File: config.mk
export PLATFORM = sky130hd
export DESIGN_NAME = vdec_hs_part2_collect
export DESIGN_NICKNAME = d
export VERILOG_FILES = /design/src/rtl/vdec_hs_part2_collect.sv
export SDC_FILE = /design/constraint.sdc
export NUM_CORES = 1
export LEC_CHECK = 0
export ABC_AREA = 1
export CORE_MARGIN = 1.5
export CORE_UTILIZATION = 50
export CTS_CLUSTER_DIAMETER = 50
export DETAILED_ROUTE_END_ITERATION = 16
export DONT_BUFFER_PORTS = 1
export PLACE_DENSITY = 0.73
export SYNTH_ARGS = -nofsm -noshare
export SYNTH_HDL_FRONTEND = slang
export SYNTH_SLANG_ARGS = --single-unit
File: constraint.sdc
create_clock -name i_clk -period 5.1 [get_ports i_clk]
set_input_delay 0.765 -clock i_clk [delete_from_list [all_inputs] [get_ports i_clk]]
set_output_delay 0.765 -clock i_clk [all_outputs]
set_load 0.02 [all_outputs]
File: src/rtl/vdec_hs_part2_collect.sv
// HS-SCCH part-2 bit collector: assembles info/CRC fields from serial decoded bits,
// removes the UE-ID mask from the CRC field, launches the CRC checker and returns the verdict.
module vdec_hs_part2_collect #(
  parameter int INFO_MAX = 21,
  parameter int CRC_W    = 16,
  parameter int BIT_REV  = 1
) (
  input  logic                i_clk,
  input  logic                i_rst,
  input  logic                i_frame_start,
  input  logic [4:0]          i_info_len,
  input  logic [CRC_W-1:0]    i_ue_id,
  input  logic                i_bit_vld,
  input  logic                i_bit_in,
  output logic                o_crc_start,
  output logic [INFO_MAX-1:0] o_info_bits,
  output logic [CRC_W-1:0]    o_crc_bits,
  output logic [4:0]          o_crc_len,
  input  logic                i_crc_done,
  input  logic                i_crc_match,
  output logic                o_busy,
  output logic                o_done,
  output logic                o_part2_ok,
  output logic [INFO_MAX-1:0] o_info_out
);

  localparam int CW = $clog2(INFO_MAX + CRC_W);

  typedef enum logic [1:0] {S_IDLE, S_COLLECT, S_LAUNCH, S_WAIT} state_t;

  state_t              r_state;
  state_t              w_state_nxt;
  logic [CW-1:0]       r_cnt;
  logic [4:0]          r_len;
  logic [CRC_W-1:0]    r_ue_id;
  logic [INFO_MAX-1:0] r_info;
  logic [CRC_W-1:0]    r_crcraw;
  logic                r_crc_start;
  logic [INFO_MAX-1:0] r_info_bits;
  logic [CRC_W-1:0]    r_crc_bits;
  logic [4:0]          r_crc_len;
  logic                r_busy;
  logic                r_done;
  logic                r_part2_ok;
  logic [INFO_MAX-1:0] r_info_out;

  logic                w_len_legal;
  logic                w_fs_legal;
  logic                w_fs_illegal;
  logic [4:0]          w_len;
  logic [CRC_W-1:0]    w_ue_id;
  logic [CW-1:0]       w_cnt;
  logic                w_accept;
  logic [CW-1:0]       w_last_idx;
  logic                w_last;
  logic [CW-1:0]       w_tidx;
  logic                w_is_info;
  logic [CW-1:0]       w_cidx;
  logic [INFO_MAX-1:0] w_info_nxt;
  logic [CRC_W-1:0]    w_crc_nxt;
  logic                w_verdict;

  // Bit placement: a legal frame_start restarts the frame, and a bit in that cycle is bit 0.
  always_comb begin
    w_len_legal  = (i_info_len != 5'd0) && (i_info_len <= 5'(INFO_MAX));
    w_fs_legal   = i_frame_start && w_len_legal;
    w_fs_illegal = i_frame_start && !w_len_legal;
    w_len        = w_fs_legal ? i_info_len : r_len;
    w_ue_id      = w_fs_legal ? i_ue_id : r_ue_id;
    w_cnt        = w_fs_legal ? {CW{1'b0}} : r_cnt;
    w_accept     = i_bit_vld && (w_fs_legal || ((r_state == S_COLLECT) && !i_frame_start));
    w_last_idx   = CW'(w_len) + CW'(CRC_W - 1);
    w_last       = w_accept && (w_cnt == w_last_idx);
    w_tidx       = (BIT_REV != 0) ? (w_last_idx - w_cnt) : w_cnt;
    w_is_info    = (w_tidx < CW'(w_len));
    w_cidx       = CW'(CRC_W - 1) - (w_tidx - CW'(w_len));
    w_verdict    = (r_state == S_WAIT) && i_crc_done && !i_frame_start;
    w_info_nxt   = w_fs_legal ? {INFO_MAX{1'b0}} : r_info;
    w_crc_nxt    = w_fs_legal ? {CRC_W{1'b0}} : r_crcraw;
    for (int i = 0; i < INFO_MAX; i++) begin
      if (w_accept && w_is_info && (w_tidx == CW'(i))) begin
        w_info_nxt[i] = i_bit_in;
      end else begin
        w_info_nxt[i] = w_info_nxt[i];
      end
    end
    for (int i = 0; i < CRC_W; i++) begin
      if (w_accept && !w_is_info && (w_cidx == CW'(i))) begin
        w_crc_nxt[i] = i_bit_in;
      end else begin
        w_crc_nxt[i] = w_crc_nxt[i];
      end
    end
  end

  // Next-state logic; any frame_start overrides the current state.
  always_comb begin
    w_state_nxt = r_state;
    if (w_fs_legal) begin
      w_state_nxt = w_last ? S_LAUNCH : S_COLLECT;
    end else if (w_fs_illegal) begin
      w_state_nxt = S_IDLE;
    end else begin
      case (r_state)
        S_IDLE:    w_state_nxt = S_IDLE;
        S_COLLECT: w_state_nxt = w_last ? S_LAUNCH : S_COLLECT;
        S_LAUNCH:  w_state_nxt = S_WAIT;
        S_WAIT:    w_state_nxt = i_crc_done ? S_IDLE : S_WAIT;
        default:   w_state_nxt = S_IDLE;
      endcase
    end
  end

  // State, collection shift registers and registered checker/verdict outputs.
  always_ff @(posedge i_clk) begin
    if (!i_rst) begin
      r_state     <= S_IDLE;
      r_cnt       <= {CW{1'b0}};
      r_len       <= 5'd0;
      r_ue_id     <= {CRC_W{1'b0}};
      r_info      <= {INFO_MAX{1'b0}};
      r_crcraw    <= {CRC_W{1'b0}};
      r_crc_start <= 1'b0;
      r_info_bits <= {INFO_MAX{1'b0}};
      r_crc_bits  <= {CRC_W{1'b0}};
      r_crc_len   <= 5'd0;
      r_busy      <= 1'b0;
      r_done      <= 1'b0;
      r_part2_ok  <= 1'b0;
      r_info_out  <= {INFO_MAX{1'b0}};
    end else begin
      r_state     <= w_state_nxt;
      r_busy      <= (w_state_nxt != S_IDLE);
      r_crc_start <= w_last;
      r_done      <= w_fs_illegal || w_verdict;
      if (w_fs_legal) begin
        r_len   <= i_info_len;
        r_ue_id <= i_ue_id;
      end
      if (w_fs_legal || w_accept) begin
        r_cnt    <= w_cnt + (w_accept ? CW'(1) : CW'(0));
        r_info   <= w_info_nxt;
        r_crcraw <= w_crc_nxt;
      end
      // Fields are frozen at the last accepted bit so they are stable from LAUNCH onwards.
      if (w_last) begin
        r_info_bits <= w_info_nxt;
        r_crc_bits  <= w_crc_nxt ^ w_ue_id;
        r_crc_len   <= w_len;
      end
      if (i_frame_start) begin
        r_part2_ok <= 1'b0;
        r_info_out <= {INFO_MAX{1'b0}};
      end else if (w_verdict) begin
        r_part2_ok <= i_crc_match;
        r_info_out <= r_info_bits;
      end
    end
  end

  assign o_crc_start = r_crc_start;
  assign o_info_bits = r_info_bits;
  assign o_crc_bits  = r_crc_bits;
  assign o_crc_len   = r_crc_len;
  assign o_busy      = r_busy;
  assign o_done      = r_done;
  assign o_part2_ok  = r_part2_ok;
  assign o_info_out  = r_info_out;

endmodule

Word-level counts from Yosys, hierarchy flattened
Index checks and enable logic that the tools add are counted.
{"block": "op_classes", "add_sub_neg": 5, "order_cmp": 2, "n_eq_ne": 39, "muxes": 48, "n_bitwise": 2, "reduce_logical": 59}
{"operator": "equality test 6 x 4 -> 1 bit (second input constant)", "n": 16}
{"operator": "equality test 6 x 3 -> 1 bit (second input constant)", "n": 8}
{"operator": "logical AND 1 bit", "n": 47}
{"operator": "2-to-1 mux 1 bit", "n": 38}
{"operator": "2-to-1 mux 16 bit", "n": 2}
{"operator": "equality test 6 x 5 -> 1 bit (second input constant)", "n": 5}
{"operator": "equality test 6 x 2 -> 1 bit (second input constant)", "n": 4}
{"operator": "2-to-1 mux 21 bit", "n": 1}
{"operator": "bitwise XOR 16 bit", "n": 1}
{"operator": "equality test 6 x 1 -> 1 bit (second input constant)", "n": 2}
{"operator": "logical NOT 6 bit", "n": 2}
{"operator": "2-to-1 mux 2 bit", "n": 4}
{"operator": "case mux 2 bit (4 select lines)", "n": 1}
{"operator": "adder 5 x 4 -> 6 bit (second input constant)", "n": 1}
{"operator": "adder 6 x 1 -> 6 bit", "n": 1}
{"operator": "equality test 6 bit", "n": 1}
{"operator": "< comparator 6 x 5 -> 1 bit", "n": 1}
{"operator": "2-to-1 mux 6 bit", "n": 1}
{"operator": "subtractor 4 x 6 -> 6 bit (first input constant)", "n": 1}
{"operator": "subtractor 6 x 5 -> 6 bit", "n": 1}
{"operator": "subtractor 6 bit", "n": 1}
{"operator": "less-or-equal comparator 5 bit (second input constant)", "n": 1}
{"operator": "2-to-1 mux 5 bit", "n": 1}
{"operator": "nonzero test 5 bit", "n": 1}
{"operator": "8 further kinds", "n": 13}
{"block": "totals", "regBits": 133, "input_bits": 28, "output_inout_bits": 67, "word_cells": 169}

Logic depth before layout (Yosys ltp)
{"block": "logic_depth", "word_depth": 12, "depth_mapped": 32, "mapped_depth_nobuf": 31}

Worst setup path after synthesis
Ideal clock, no wire load.
{"block": "synth_timing", "path_kind": "input to register", "start": "input i_info_len[3]", "end": "register r_crc_bits[15] (netlist: o_crc_bits[15])", "setup_ps": 109, "arrival_time_ps": 4801, "required_time_ps": 4991, "setup_slack_ps": 190, "stages": 28, "path_buffers": 3, "path_cell_list": "nor2_1 nand3_1 nand3_2 buf_6 clkbuf_1 buf_1 nand2_1 ha_1 nand2_1 o21ai_0 xor2_1 inv_1 ha_1 inv_1 ha_1 a21oi_1 o21ai_0 xor2_1 nor2_1 clkinv_1 nor2_1 nand2_1 nor2_1 nand4_1 nand3b_1 nand3_1 nand2_1 inv_1"}
{"block": "synth_via", "elab_chain_len": 12}
{"item": "start: declaration", "line": "11", "text": "input logic [4:0] i_info_len,"}
{"item": "less-or-equal comparator 5 bit / nonzero test 5 bit (equally long branches)", "line": "65", "text": "w_len_legal = (i_info_len != 5'd0) && (i_info_len <= 5'(INFO_MAX));"}
{"item": "logical AND 1 bit", "line": "65"}
{"item": "logical AND 1 bit", "line": "66", "text": "w_fs_legal = i_frame_start && w_len_legal;"}
{"item": "2-to-1 mux 5 bit"}
{"item": "adder 5 x 4 -> 6 bit", "line": "72", "text": "w_last_idx = CW'(w_len) + CW'(CRC_W - 1);"}
{"item": "subtractor 6 bit", "line": "74", "text": "w_tidx = (BIT_REV != 0) ? (w_last_idx - w_cnt) : w_cnt;"}
{"item": "subtractor 6 x 5 -> 6 bit / < comparator 6 x 5 -> 1 bit (equally long branches)", "line": "76, 75"}
{"item": "subtractor 4 x 6 -> 6 bit / logical NOT 1 bit (equally long branches)", "line": "76, 88"}
{"item": "equality test 6 x 4 -> 1 bit / logical AND 1 bit (equally long branches)", "line": "88", "text": "if (w_accept && !w_is_info && (w_cidx == CW'(i))) begin"}
{"item": "logical AND 1 bit", "line": "88"}
{"item": "2-to-1 mux 1 bit", "line": "88"}
{"item": "bitwise XOR 16 bit", "line": "148", "text": "r_crc_bits <= w_crc_nxt ^ w_ue_id;"}
{"item": "end signal: assignment", "line": "125", "text": "r_crc_bits <= {CRC_W{1'b0}};"}
{"item": "end signal: assignment", "line": "148"}
{"item": "end: declaration", "line": "40", "text": "logic [CRC_W-1:0] r_crc_bits;"}
Parallel ways exist; a longest one is shown, timed or not.
A chain may end at the register's enable or synchronous reset.

Final worst setup path
{"block": "layout_timing", "start": "input i_info_len[1]", "end": "register r_crc_bits[8] (netlist: o_crc_bits[8])"}
{"block": "layout_via", "elab_chain_len": 12}
{"item": "less-or-equal comparator 5 bit / nonzero test 5 bit (equally long branches)", "line": "65"}
{"item": "logical AND 1 bit *", "line": "65"}
{"item": "logical AND 1 bit *", "line": "66"}
{"item": "2-to-1 mux 5 bit *"}
{"item": "via w_len[0]", "line": "50", "text": "logic [4:0] w_len;"}
{"item": "adder 5 x 4 -> 6 bit", "line": "72"}
{"item": "subtractor 6 bit", "line": "74"}
{"item": "subtractor 6 x 5 -> 6 bit / < comparator 6 x 5 -> 1 bit (equally long branches)", "line": "76, 75"}
{"item": "subtractor 4 x 6 -> 6 bit / logical NOT 1 bit (equally long branches)", "line": "76, 88"}
{"item": "equality test 6 x 4 -> 1 bit / logical AND 1 bit (equally long branches)", "line": "88"}
{"item": "logical AND 1 bit", "line": "88"}
{"item": "2-to-1 mux 1 bit", "line": "88"}
{"item": "bitwise XOR 16 bit", "line": "148"}
The timed path passes the listed nets; every way through them passes the cells marked *.

==> impl.org <==
** Worst hold path
- The path class of the tightest hold or removal check is in -> reg.

** Floorplanning
- The initialized floorplan defines 42 standard-cell rows.
- Horizontal die dimension :: 120 um
- Vertical extent of the die :: 120 um
- The total area inside the core boundary comes to 13300 um2.
- The die covers 14400 um2.
- For this configuration, the core starts out at a cell density of 51.5%.
- I/O pins :: 95

** Timing
- The count of pins over their slew limit came to 0.
- Worst-margin pin slew :: 1.21 ns
- Highest clock frequency the design can meet :: 216 MHz
- For the final database, setup skew stands at 0.00823 ns.
- The worst path needs 4.63 ns of the cycle, external delays included.
- Setup repair after global routing left no endpoint under its margin.
- The final number of hold-violating endpoints was 0.
- Slew Limit Headroom :: 19.3%
- Final worst path period share :: 90.8%
- Setup violations remaining at the end of the flow were counted as 0.
- For the final routed database, the setup TNS stands at 0 ns.

** Place
- After legalization and detailed placement, the total HPWL measured 11100 um.
- Placer's final routability congestion estimate :: 0.951
- Input and output buffers added on the ports amount to 0.
- Number of cells after detailed placement :: 1101

** Logic synthesis
- Top_reg_cell synth :: dfxtp_1
- Async S/R FF share, synth :: 0%
- In this run the cell area of the synthesized design comes to 6840 um2.
- The number of nets handed over by synthesis was 1006.
- Synth cell types :: 37
- Number of enable flip-flop cells after synthesis :: 0
- The share of the Yosys chip area taken by registers is 38.9%.
- Synth Instances :: 955
- Number of storage elements in the synthesis netlist :: 133
- Warnings, synthesis :: 0
- Mean instance size in the synthesized netlist :: 7.16 um2

** Route
- Before antenna repair, the detailed router went through 5 iterations.
- Per-cell via count in the routed design :: 5.42
- Dividing the detail-routed wire length by the instance count gives 14.6 um.
- The detailed router finished its first iteration with 377 violations.
- Final wirelength :: 16500 um
- Post-route ant nets :: 0
- Total number of vias :: 6139
- Remaining DRCs :: 0

** GRT
- Sum of overflow across all layers after global routing :: 0
- Entering global routing, the biggest net connects 85 pins.
- First-pass GRT wire length :: 27600 um
- Via count of the first global-routing pass :: 5870
- The number of antenna violations at the first check in global routing was 0.
- In the global route stage, overall resource usage came out at 23.6%.

** Worst setup path
- Data arrival time at the worst-slack endpoint :: 4.95 ns
- Among the stages of the critical path, the cell type that occurs most often is inv_1.
- Critical path start-end classification :: in -> reg
- Worst path top cell family by delay :: simple AND/OR/NAND/NOR gates
- STA classifies the critical path startpoint as an input pin.
- Critical Path Slowest Stage Cell :: ha_1
- Sum of buffers and inverters on the critical path :: 7
- Critical path capture point type :: register
- On the worst path, the slowest cell contributes a delay of 0.33 ns.
- Of all nets on the critical path, the largest fanout is 7.
- Data on the critical path is required at its endpoint by 5.42 ns.

** Outcome
- The run finished with clean final reports.

** Clock tree
- Post-CTS timing repair inserted 0 buffers for setup.
- The H-tree generated during clock tree synthesis spans 4 levels.
- Inserted Clock Buffers :: 17
- Source-to-sink clock delay at the later pin of the worst-skew pair :: 0.43 ns
- Number of buffers between clock root and the deepest sink :: 2
- TritonCTS built the clock tree.
- Root cell of the clock tree :: clkbuf_16
- Clock slew at the register clock pins of the worst setup and hold paths :: 0.06 ns
- Number of clock sinks seen by CTS :: 133

** Finish
- The post-route netlist has 8.05% of its cells at a drive strength greater than 1.
- Non-filler cells in the finished layout :: 1133
- After filler insertion, the fill cell instance count of the layout stands at 1228.
- 0 antenna diodes ended up in the layout.
- Post-layout net count :: 995
- Synthesis-to-layout area growth :: 12.2%

** Power
- P_leak :: 0.00343 uW
- Peak supply drop :: 0.000342 V
- Power per unit of standard cell area :: 425 nW/um2

** Job
- Reported max-cap violation count :: 0
per-stage QoR:
stage / setup WS, ns / power, uW / utilization [%] / area (um2) / hold WS [ns]
2_1_floorplan: 0.190 / 1690 / - / 6840 / 0.467
3_3_place_gp: 0.131 / 1860 / 52.6 / 7000 / 0.478
3_5_place_dp: 0.0184 / 1860 / 52.6 / 7000 / 0.483
4_1_cts: 0.448 / 3270 / 57.7 / 7670 / 0.463
5_1_grt: 0.0108 / 3430 / 57.7 / 7670 / 0.467
6_report: 0.470 / 3260 / 57.7 / 7670 / 0.477
layout make-up:
class                           count  area, um2  share of cell area (%)
Tap cell                          176        220                    2.87
Clock buffer                       18        429                    5.59
Sequential cell                   133       2660                    34.7
Clock inverter                     14        249                    3.24
Timing Repair Buffer               22        190                    2.48
Multi-Input combinational cell    639       3430                    44.7
Inverter                          131        492                    6.41
Yosys cell counts (5+ instances only):
master,n,area share (%)
nand2_1,167,9.2
dfxtp_1,133,39
inv_1,124,6.8
nand3_1,113,8.3
a21oi_1,97,7.1
nor2_1,61,3.3
nand4_1,42,3.8
o21ai_0,38,2.8
clkbuf_1,28,1.5
ha_1,21,3.8
o21a_1,16,1.8
mux2i_1,15,2.2
nand3b_1,15,1.6
nor3_1,14,1.0
or2_1,10,0.91
buf_1,9,0.49
buf_2,6,0.44
inv_2,6,0.33
buf_6,5,0.82
nand3_2,5,0.73
where the power goes:
| group | switching [uW] | internal [uW] | leakage, uW | total, uW |
|---|---|---|---|---|
| clock | 477 | 923 | 0.000325 | 1400 |
| combinational | 515 | 268 | 0.00203 | 784 |
| sequential | 16.5 | 1060 | 0.00108 | 1080 |
| total | 1010 | 2250 | 0.00343 | 3260 |
cell families after synthesis:
logic type | Yosys count | synth area share [%]
AOI/OAI and AO/OA | 158 | 12.5
buffers and inverters | 183 | 10.9
and+or+nand+nor | 436 | 30.2
adders and majority gates | 23 | 4.43
xor gates and xnor gates | 7 | 0.896
muxes | 15 | 2.19
DFF | 133 | 38.9
what timing repair did:
item / CTS / global route
hold buffers: 0 / 0
setup endpoints to repair: 0 / 9
resized for setup: 0 / 1
sequential cells by signal, indices dropped and copies added, names as in the netlist, 6 cells and up:
signal,cells
o_info_out,21
o_info_bits,21
o_crc_bits,16
r_crcraw,16
r_info,21
r_cnt,6
r_ue_id,16
layer usage:
layer	global-route usage, %	routed length [um]	up-vias
li1	-	-	3137
met1	28.7	7320	2822
met2	40.1	7930	155
met3	6.65	1010	25
met4	7.96	281	0
met5	0	0	-
worst paths after layout:
path	startpoint	end	slack (ns)	cells after the start
hold / removal	i_rst	r_state[1]	0.48	2
setup reg to reg	r_len[2]	o_crc_bits[8]	0.87	26
setup / recovery	i_info_len[1]	o_crc_bits[8]	0.47	28
hold reg to reg	r_info[17]	r_info[17]	0.49	2
placed cells by master (no fill, tap or decap), types with 3 or more instances in the layout:
cell type,n
nand2_1,167
dfxtp_1,133
inv_1,123
nand3_1,113
a21oi_1,97
nor2_1,61
nand4_1,42
o21ai_0,37
ha_1,21
buf_4,20
clkbuf_16,17
o21a_1,16
mux2i_1,15
nand3b_1,15
nor3_1,14
or2_1,10
inv_2,7
bufinv_16,6
nand3_2,5
clkinv_4,5
xor2_1,4
xnor2_1,3
worst register-to-register path, stage by stage (launching register included):
cell      delay [ns]
dfxtp_1         0.29
inv_1           0.08
nand2_4         0.06
nand2_4         0.12
inv_1           0.08
o31ai_1         0.29
nand2_1         0.09
ha_1            0.33
nand2_1         0.08
o21ai_1         0.19
xor2_1          0.20
inv_1           0.08
ha_1            0.27
inv_1           0.04
ha_1            0.32
a21oi_1         0.15
o21ai_0         0.12
xor2_1          0.16
nor2_1          0.12
clkinv_1        0.11
buf_4           0.16
nor3_1          0.29
nand4_1         0.20
nand3b_1        0.13
nand3_1         0.08
nand2_1         0.07
inv_1           0.03
(Power assumes the default switching activity.)
